<file path="config.mk">
export PLATFORM = sky130hd
export DESIGN_NAME = pc_sequencer
export DESIGN_NICKNAME = d
export VERILOG_FILES = /design/src/rtl/pc_sequencer.sv
export SDC_FILE = /design/constraint.sdc
export NUM_CORES = 1
export LEC_CHECK = 0
export CAP_MARGIN = 20
export CELL_PAD_IN_SITES_DETAIL_PLACEMENT = 1
export CELL_PAD_IN_SITES_GLOBAL_PLACEMENT = 1
export CORE_UTILIZATION = 23
export DETAILED_ROUTE_END_ITERATION = 8
export PLACE_DENSITY_LB_ADDON = 0.12
export SYNTH_ARGS = -nofsm -noshare
export SYNTH_HDL_FRONTEND = slang
export SYNTH_SLANG_ARGS = --single-unit
</file>
<file path="constraint.sdc">
create_clock -name clk -period 2.9 [get_ports clk]
set_clock_uncertainty 0.05 [all_clocks]
set_input_delay 0.435 -clock clk [delete_from_list [all_inputs] [get_ports clk]]
set_output_delay 0.435 -clock clk [all_outputs]
set_load 0.005 [all_outputs]
</file>
<file path="src/rtl/pc_sequencer.sv">
// pc_sequencer: program-counter sequencer with a circular return-address stack.
// Each rising clk edge applies reset, then stall, then the requested mode
// (SEQ / JUMP / CALL / RET). A CALL on a full stack overwrites the oldest
// entry. A RET on an empty stack falls through as SEQ. Both events raise
// sticky flags that only reset clears.
module pc_sequencer #(
  parameter int              WIDTH      = 32,
  parameter logic [WIDTH-1:0] RESET_ADDR = '0,
  parameter int              STEP       = 4,
  parameter int              RAS_DEPTH  = 4
) (
  input  logic                             clk,
  input  logic                             reset,
  input  logic                             stall,
  input  logic [1:0]                       mode,
  input  logic [WIDTH-1:0]                 target,
  output logic [WIDTH-1:0]                 pc,
  output logic [$clog2(RAS_DEPTH+1)-1:0]   ras_count,
  output logic                             ras_full,
  output logic                             ras_empty,
  output logic                             ras_ovf,
  output logic                             ras_unf
);

  localparam int CNT_W = $clog2(RAS_DEPTH + 1);
  localparam int PTR_W = (RAS_DEPTH > 1) ? $clog2(RAS_DEPTH) : 1;

  localparam logic [1:0] MODE_SEQ  = 2'b00;
  localparam logic [1:0] MODE_JUMP = 2'b01;
  localparam logic [1:0] MODE_CALL = 2'b10;
  localparam logic [1:0] MODE_RET  = 2'b11;

  localparam logic [WIDTH-1:0] STEP_W   = WIDTH'(STEP);
  localparam logic [CNT_W-1:0] CNT_FULL = CNT_W'(RAS_DEPTH);
  localparam logic [PTR_W-1:0] PTR_LAST = PTR_W'(RAS_DEPTH - 1);

  // Registered state. top_r always points at the slot the next CALL writes,
  // so the newest entry sits one slot below it (circularly).
  logic [WIDTH-1:0] pc_r;
  logic [CNT_W-1:0] count_r;
  logic [PTR_W-1:0] top_r;
  logic             ovf_r;
  logic             unf_r;
  logic [WIDTH-1:0] stack_r [RAS_DEPTH];

  // Next-state values
  logic [WIDTH-1:0] pc_s;
  logic [CNT_W-1:0] count_s;
  logic [PTR_W-1:0] top_s;
  logic             ovf_s;
  logic             unf_s;
  logic             push_s;
  logic [WIDTH-1:0] seq_pc_s;
  logic [PTR_W-1:0] top_inc_s;
  logic [PTR_W-1:0] top_dec_s;

  // Circular pointer neighbours and the sequential address (silent wrap).
  always_comb begin
    seq_pc_s  = pc_r + STEP_W;
    if (top_r == PTR_LAST) begin
      top_inc_s = '0;
    end else begin
      top_inc_s = top_r + PTR_W'(1);
    end
    if (top_r == '0) begin
      top_dec_s = PTR_LAST;
    end else begin
      top_dec_s = top_r - PTR_W'(1);
    end
  end

  // Next-state decode. Stall keeps every default, which holds all state.
  always_comb begin
    pc_s    = pc_r;
    count_s = count_r;
    top_s   = top_r;
    ovf_s   = ovf_r;
    unf_s   = unf_r;
    push_s  = 1'b0;
    if (stall) begin
      pc_s = pc_r;
    end else begin
      case (mode)
        MODE_SEQ: begin
          pc_s = seq_pc_s;
        end
        MODE_JUMP: begin
          pc_s = target;
        end
        MODE_CALL: begin
          // A push on a full stack lands on the oldest slot.
          push_s = 1'b1;
          pc_s   = target;
          top_s  = top_inc_s;
          if (count_r == CNT_FULL) begin
            ovf_s = 1'b1;
          end else begin
            count_s = count_r + CNT_W'(1);
          end
        end
        MODE_RET: begin
          if (count_r == '0) begin
            pc_s  = seq_pc_s;
            unf_s = 1'b1;
          end else begin
            pc_s    = stack_r[top_dec_s];
            top_s   = top_dec_s;
            count_s = count_r - CNT_W'(1);
          end
        end
        default: begin
          pc_s = pc_r;
        end
      endcase
    end
  end

  // Control state register with synchronous reset.
  always_ff @(posedge clk) begin
    if (reset) begin
      pc_r    <= RESET_ADDR;
      count_r <= '0;
      top_r   <= '0;
      ovf_r   <= 1'b0;
      unf_r   <= 1'b0;
    end else begin
      pc_r    <= pc_s;
      count_r <= count_s;
      top_r   <= top_s;
      ovf_r   <= ovf_s;
      unf_r   <= unf_s;
    end
  end

  // Stack storage. Contents are not cleared on reset; count_r hides stale data.
  always_ff @(posedge clk) begin
    if (!reset && push_s) begin
      stack_r[top_r] <= seq_pc_s;
    end
  end

  assign pc        = pc_r;
  assign ras_count = count_r;
  assign ras_full  = (count_r == CNT_FULL);
  assign ras_empty = (count_r == '0);
  assign ras_ovf   = ovf_r;
  assign ras_unf   = unf_r;

endmodule

</file>
==> results.md, run 1 <==
Floorplan:
- In this run the standard cell core region covers 32,700 um^2.
- The die is 185 um tall.
- 76 I/O pins were placed.
- The die area is 34,200 um^2.
- For this configuration, the core starts out at a cell density of 23.5%.
- The cell row count is 66.
- The floorplan step set the die width to 185 um.

Clocking:
- After clock tree synthesis, the clock-pin slew on the worst setup and hold paths is 0.07 ns.
- In this run, post-CTS hold repair placed 0 buffers.
- TritonCTS built the clock tree.
- The clock latency on the worst-skew pair is 0.43 ns.
- The H-tree depth is 4.
- CTS placed an instance of clkbuf_16 at the clock tree root.
- CTS saw 167 sinks.
- Buffers added to address setup during post-CTS repair amount to 0.
- The number of clock buffers added by TritonCTS is 17.
- The deepest clock path buffer count is 2.
- The number of gates resized after cts is 0.

Final layout:
- The final-stage net count is 697.
- Of the cells placed in the final design, the portion with a size suffix greater than 1 is 18.1%.
- Summing all flip-flop and latch instances after layout gives 4620 um^2.
- The number of inserted filler cells in the final layout is 3,586.
- The layout-stage area growth over the synthesis result is 26.3%.
- 0 antenna diodes ended up in the layout.
- The multi-input combinational cells in the finished layout cover a total of 2780 um^2.

Place:
- Detailed placement ended at an HPWL of 17,100 um.
- The weighted congestion at the end of routability-driven global placement is 0.769.
- Input and output buffers added on the ports amount to 75.
- Before CTS, the worst setup slack after placement is 0.145 ns.

STA:
- Timing would allow up to 386 MHz.
- The post-route setup TNS is 0 ns.
- The fraction of the cycle the final worst path needs is 89.3%.
- Setup repair after global routing left no endpoint under its margin.
- The final max-slew violation count is 0.
- The final number of setup-violating endpoints is 0.
- At the pin with the least slew margin, the transition time is 0.591 ns.
- The final count of hold timing violations was 0.
- The clock period minus worst slack is 2.59 ns.
- The headroom to the max-slew limit is 60.2%.
- Across all setup checks in the final design, the least slack found is 0.309 ns.

Min path:
- The kind of path behind the tightest hold check is flop to flop.
- The launch point of the worst hold path is ras_ovf.
- The end point of the worst hold path is ras_ovf.
- The worst hold path stage count is 1.

Power:
- The analysis attributes to net switching a power of 1.46 mW.
- The proportion of power drawn by flip-flops and latches is 49.0%.
- The maximum VDD drop is 378 uV.
- The part of the total power dissipated in combinational logic is 12.0%.
- The power density of the placed cells is 572 nW/um^2.
- In this run, the clock network consumes 38.9% of the power.
- For this design the static power due to leakage is 3.09 nW.
- Of the total power, the share spent switching nets is 26.3%.
- The internal power is 4.10 mW.

Yosys:
- Counting flops with an async set or reset pin after synthesis yields a share of 0%.
- The number of synthesized flops with an enable pin is 128.
- The post-synth design cell area is 7700 um^2.
- The average instance area after synthesis is 13.7 um^2.
- The number of warnings reported in the yosys synthesis log is 0.
- The gate count of the mapped netlist is 563.
- After synthesis, flip-flops and latches occupy 60.1% of the total area.
- The most used flip-flop cell after synthesis is edfxtp_1.
- The netlist uses 64 different library cells.
- The number of nets produced by synthesis is 609.
- The flop and latch count out of synthesis is 167.

Detailed routing:
- For this block, the initial DRC count from the detailed router was 413.
- The detail-routed via count per cell is 4.76.
- Dividing the detail-routed wire length by the instance count gives 22.5 um.
- In the routed design, unresolved DRC markers number 0.
- The number of search-and-repair iterations in the first detailed-routing pass is 6.
- The total length of routed wires is 24,900 um.
- The via total after detailed routing is 5,267.
- The detail route stage leaves a number of antenna-violating nets equal to 0.

Global route:
- The number of global-route vias before repair is 5,729.
- The aggregate global routing overflow is 0.
- The first-pass GRT wire length is 37,200 um.
- Global routing used 15.1% of the available tracks across all layers.
- The maximum number of pins on one net before global-route repair is 33.
- The number of antenna violations at the first check in global routing is 0.

Setup path:
- Data on the critical path is required at its endpoint by 3.18 ns.
- The worst register-to-register path begins at top_r[0].
- Setup slack on the worst reg-to-reg path comes out at 0.31 ns.
- The type of origin of the critical path is a flop.
- The endpoint of the worst-slack reg-to-reg timing path is pc[14].
- Data on the critical path arrives at its endpoint at 2.87 ns.
- The category of the worst setup path capture point is a flop.
- The worst register-to-register path has a depth of 8.
- The class of the most critical setup path is flop to flop.
- The top fanout value on the critical path is 17.

Status:
- The run finished with clean final reports.

Job:
- The count of max-cap constraint violations is 0.
-- registers in the layout, indices dropped and copies added (netlist names) --
| name | cells |
|---|---|
| top_r | 2 |
| ras_unf | 1 |
| pc | 32 |
| stack_r | 128 |
| ras_ovf | 1 |
| ras_count | 3 |
-- cell usage after synthesis (3+ instances only) --
cell	count	share of area, %
a22oi_1	6	0.59
ha_1	8	1.3
nor3_1	11	0.72
a211oi_1	7	0.68
or2_2	3	0.24
buf_4	7	0.68
buf_2	5	0.33
nor4b_1	3	0.34
edfxtp_1	128	50
and4_1	3	0.34
dfxtp_1	39	10
inv_1	20	0.98
nor4_1	8	0.65
nor2_1	22	1.1
a221oi_1	26	3.0
xor2_1	11	1.3
and3_1	13	1.1
a21oi_1	26	1.7
and2_1	4	0.33
o21a_1	6	0.59
nand4_1	13	1.1
o21ai_0	15	0.98
mux2i_1	4	0.52
xnor2_1	19	2.2
clkbuf_8	3	0.54
nand3_1	17	1.1
nand2_1	30	1.5
clkbuf_1	27	1.3
mux4_2	32	9.4
-- power by group through the flow --
stage / combinational, mW / sequential [mW] / clock, mW
after floorplan: 0.362 / 2.75 / 0
after global placement: 0.670 / 2.78 / 0
after detailed placement: 0.683 / 2.78 / 0
after CTS: 0.683 / 2.73 / 2.24
after global routing: 0.729 / 2.74 / 2.31
final: 0.671 / 2.73 / 2.17
-- layout by cell type (no fill, tap or decap), types with 4 or more instances in the layout --
| master | count |
|---|---|
| inv_6 | 5 |
| nor3_1 | 11 |
| a221oi_1 | 26 |
| nor4_1 | 8 |
| dfxtp_1 | 39 |
| nand3_1 | 17 |
| o21ai_0 | 15 |
| nor2_1 | 21 |
| clkinvlp_4 | 4 |
| mux2i_1 | 4 |
| xnor2_1 | 19 |
| a21oi_1 | 26 |
| nand4_1 | 13 |
| and2_1 | 4 |
| buf_12 | 9 |
| clkbuf_16 | 17 |
| mux4_2 | 32 |
| a211oi_1 | 7 |
| clkdlybuf4s50_1 | 74 |
| o21a_1 | 6 |
| xor2_1 | 11 |
| and3_1 | 13 |
| inv_1 | 20 |
| ha_1 | 8 |
| buf_4 | 29 |
| nand2_1 | 30 |
| edfxtp_1 | 128 |
| a22oi_1 | 6 |
-- final cells by class --
type                            instances  share of cell area (%)
Multi-Input combinational cell        332                    28.5
Tap cell                              442                    5.69
Timing Repair Buffer                  113                    11.8
Clock buffer                           19                    4.55
Sequential cell                       167                    47.5
Inverter                               20                   0.772
Clock inverter                         13                    1.14
-- cell families after synthesis --
kind of cell / share of synthesized area, %
compound gates: 10.7
fa+ha+maj: 1.56
mux: 9.88
buf+inv: 4.03
simple gates: 10.4
flops: 60.1
xor+xnor: 3.41
-- per-stage QoR --
step | hold slack, ns | total power, mW | std cells | utilization, % | cell area [um^2]
global placement | 0.410 | 3.45 | 1074 | 28.0 | 9170
global route | 0.463 | 5.77 | 1106 | 29.7 | 9730
finish | 0.423 | 5.57 | 1106 | 29.7 | 9730
floorplan | 0.410 | 3.11 | 563 | - | 7700
detailed placement | 0.413 | 3.47 | 1074 | 28.0 | 9170
CTS | 0.430 | 5.65 | 1106 | 29.7 | 9730
-- worst max-delay path by stage --
stage	from	end	slack, ns	depth (start not counted)
2_1_floorplan	top_r[0]	pc[22]	0.50	9
3_3_place_gp	mode[1]	pc[31]	0.11	9
3_5_place_dp	mode[1]	pc[31]	0.14	9
4_1_cts	top_r[0]	pc[14]	0.29	8
5_1_grt	top_r[0]	pc[14]	0.12	8
6_report	top_r[0]	pc[14]	0.31	8
-- worst max-delay path, stage by stage (launching register included) --
cell	delay (ns)
dfxtp_1	0.45
inv_1	0.11
ha_1	0.26
nor2b_4	0.16
buf_4	0.40
mux4_2	0.57
a22oi_1	0.21
a21oi_1	0.11
o21a_1	0.17
-- per-layer routing --
metal	up-vias	part of all wire, %	track usage, %	routed length, um
met4	0	1.2	4.00	295
li1	2402	-	-	-
met1	2746	46	19.6	11400
met2	102	50	25.9	12400
met5	-	0	0	0
met3	17	3.1	2.44	777
Power figures use the tool's default switching activity.
==> run 2, diff against run 1 <==
- CORE_MARGIN: default -> 4
==> results.md, run 2 (synthesized netlist as in run 1, its figures left out) <==
Detailed routing:
- The final routed DRC violation total is 0 (unchanged).
- The detail-routed via count per cell is 4.74 (-0.45%).
- The starting DRC count in detailed routing is 388 (-6.1%).
- The number of search-and-repair iterations in the first detailed-routing pass is 5 (-1).
- The number of antenna-violating nets in the routed design is 0 (unchanged).
- The total length of routed wires came to 24,900 um (about the same).
- The via total after detailed routing came to 5,262 (-0.095%).
- The per-cell routed wire length is 22.4 um (-0.34%).

STA:
- The post-route setup TNS is 0 ns (unchanged).
- The fraction of the cycle the final worst path needs is 91.5% (+2.1 points).
- The final hold slack is 0.451 ns (+0.0279 ns).
- The worst-margin pin slew is 0.713 ns (+0.122 ns).
- The final max-slew violation count is 0 (unchanged).
- The clock period minus worst slack is 2.65 ns (+0.0621 ns).
- Setup repair after global routing left no endpoint under its margin.
- The worst setup margin is 0.247 ns (-0.0621 ns).
- The timing-limited maximum frequency is 377 MHz (-2.3%).
- The final count of hold timing violations was 0 (unchanged).
- The final number of setup-violating endpoints is 0 (unchanged).
- The headroom to the max-slew limit was 52.1% (-8.2 points).

Power:
- The maximum VDD drop is 384 uV (+1.6%).
- The power density of the placed cells is 596 nW/um^2 (+4.2%).
- The overall power of the completed layout is 5.83 mW (+4.8%).
- The leakage dissipation came to 3.15 nW (+1.7%).

Global route:
- The aggregate global routing overflow is 0 (unchanged).
- The maximum number of pins on one net before global-route repair is 37 (+12%).
- The number of global-route vias before repair is 5,786 (+0.99%).
- The aggregate global-route resource usage is 14.1% (-0.99 points).
- The number of antenna violations at the first check in global routing is 0 (unchanged).
- The first-pass GRT wire length is 38,100 um (+2.5%).

Floorplan:
- The initial standard-cell utilization of the core was 23.5% (-0.059 points).
- The die area is 36,500 um^2 (+6.6%).
- The die height is 191 um (+3.2%).
- The horizontal extent of the die came to 191 um (+3.2%).
- The count of boundary I/O pins is 76 (unchanged).
- The core area is 32,800 um^2 (+0.25%).
- The cell row count is 66 (unchanged).

Clocking:
- The clock sink count came to 167 (unchanged).
- The TritonCTS clock tree is yes.
- The buffer type at the clock tree root is clkbuf_16.
- The count of hold-fix buffers inserted at cts is 0 (unchanged).
- The count of buffers added by post-CTS timing repair for setup is 0 (unchanged).
- The clock-pin transition on the worst setup and hold timing paths came to 0.07 ns (about the same).
- The number of gates resized after cts is 0 (unchanged).
- The H-tree depth is 4 (unchanged).
- The clock buffer count from CTS is 17 (unchanged).
- The deepest clock path buffer count is 2 (unchanged).
- The clock latency on the worst-skew pair is 0.43 ns (about the same).

Final layout:
- The post-route standard cell area excluding fillers is 9780 um^2 (+0.57%).
- The number of standard cells in the layout, taps in and fillers out is 1,110 (+0.36%).
- The footprint of the multi-input gates is 2780 um^2 (+0.18%).
- The final-stage net count came to 701 (+0.57%).
- The area occupied by registers is 4620 um^2 (unchanged).
- The total inserted antenna cells came to 0 (unchanged).
- Leaving out fill and tap cells, the most frequent cell in the layout is edfxtp_1.
- The post-route core utilization is 29.8% (+0.093 points).
- The number of flip-flops in the largest register came to 128 (unchanged).
- The top register by number of flip-flops is stack_r.
- The number of inserted filler cells in the final layout is 3,500 (-2.4%).
- The ratio of cells with drive above 1 in the final layout was 19.3% (+1.2 points).
- Relative to the synthesized area, the layout overhead comes to 27.1%.
- In the layout the commonest cells are 128 x edfxtp_1, 74 x clkdlybuf4s50_1, 39 x dfxtp_1, 37 x buf_4, 32 x mux4_2.

Min path:
- The worst hold path stage count is 1 (unchanged).
- The launch point of the worst hold path is ras_ovf.
- The end point of the worst hold path is ras_ovf.
- The worst hold path belongs to the class flop to flop.

Place:
- The weighted congestion at the end of routability-driven global placement came to 0.749 (-2.6%).
- The worst slack after detailed placement came to 0.107 ns (-0.0375 ns).
- The standard cell area after detailed placement came to 9160 um^2 (-0.16%).
- The HPWL after detailed placement was 16,900 um (-0.86%).
- The number of input and output port buffers inserted is 75 (unchanged).
- The placed cell count came to 1,078 (+0.37%).

Setup path:
- The register-to-register setup slack was 0.25 ns (-0.06 ns).
- The signal arrival time at the worst endpoint is 2.93 ns (+0.06 ns).
- The worst setup path is of the flop to flop kind.
- In this run the critical register-to-register path is launched from top_r[0].
- The worst setup path is launched from a flop.
- The critical path required time is 3.18 ns (about the same).
- The category of the worst setup path capture point is a flop.
- The endpoint identified for the worst register-to-register timing path is pc[23].
- The cell depth of the worst flop-to-flop path is 7 (-1).
- The top fanout value on the critical path is 9 (-8).

Job:
- The count of max-cap constraint violations is 0 (unchanged).

Status:
- The flow ran to the end, and the final reports show no timing, DRC or antenna violations.
-- run 2: cell types whose count changed in the layout (fill, tap and decap cells not counted), sizes merged --
cell      change
buf           +4
clkbuf        -1
clkinvlp      -2
inv           +1
bufinv        +3
clkinv        -1
-- run 2: worst max path at each step --
stage | from | to | slack [ns] | cells after the start
2_1_floorplan | top_r[0] | pc[22] | 0.50 | 9
3_5_place_dp | mode[1] | pc[7] | 0.11 | 8
4_1_cts | top_r[0] | pc[23] | 0.21 | 7
6_report | top_r[0] | pc[23] | 0.25 | 7
3_3_place_gp | mode[1] | pc[7] | 0.13 | 8
5_1_grt | top_r[0] | pc[10] | 0.06 | 8
-- run 2: power by group --
part	leakage, nW	internal (mW)	switching, mW	total (mW)
clock	0.302	1.40	1.03	2.44
sequential	1.49	2.64	0.0697	2.71
combinational	1.35	0.323	0.362	0.684
total	3.15	4.37	1.46	5.83
-- run 2: layout make-up --
type,instances,area share (%)
Clock buffer,18,4.49
Clock inverter,14,1.89
Inverter,20,0.768
Multi-Input combinational cell,332,28.4
Sequential cell,167,47.3
Tap cell,442,5.65
Timing Repair Buffer,117,11.5
-- run 2: critical path, cell delays in order (launching register included) --
cell,delay [ns]
dfxtp_1,0.43
inv_1,0.09
ha_1,0.26
nor2b_4,0.44
mux4_2,0.58
a221oi_1,0.40
a21oi_1,0.12
o21a_1,0.18
-- run 2: per-layer routing --
| layer | vias up | GRT usage (%) | share of wire [%] |
|---|---|---|---|
| met3 | 23 | 2.54 | 3.3 |
| met1 | 2745 | 18.5 | 45 |
| li1 | 2409 | - | - |
| met2 | 85 | 24.0 | 50 |
| met4 | 0 | 3.95 | 1.3 |
| met5 | - | 0 | 0 |
==> run 3, diff against run 2 <==
- SLEW_MARGIN: default -> 25
==> results of run 3 <==
Final layout, timing and power as in run 2 (identical DEF).
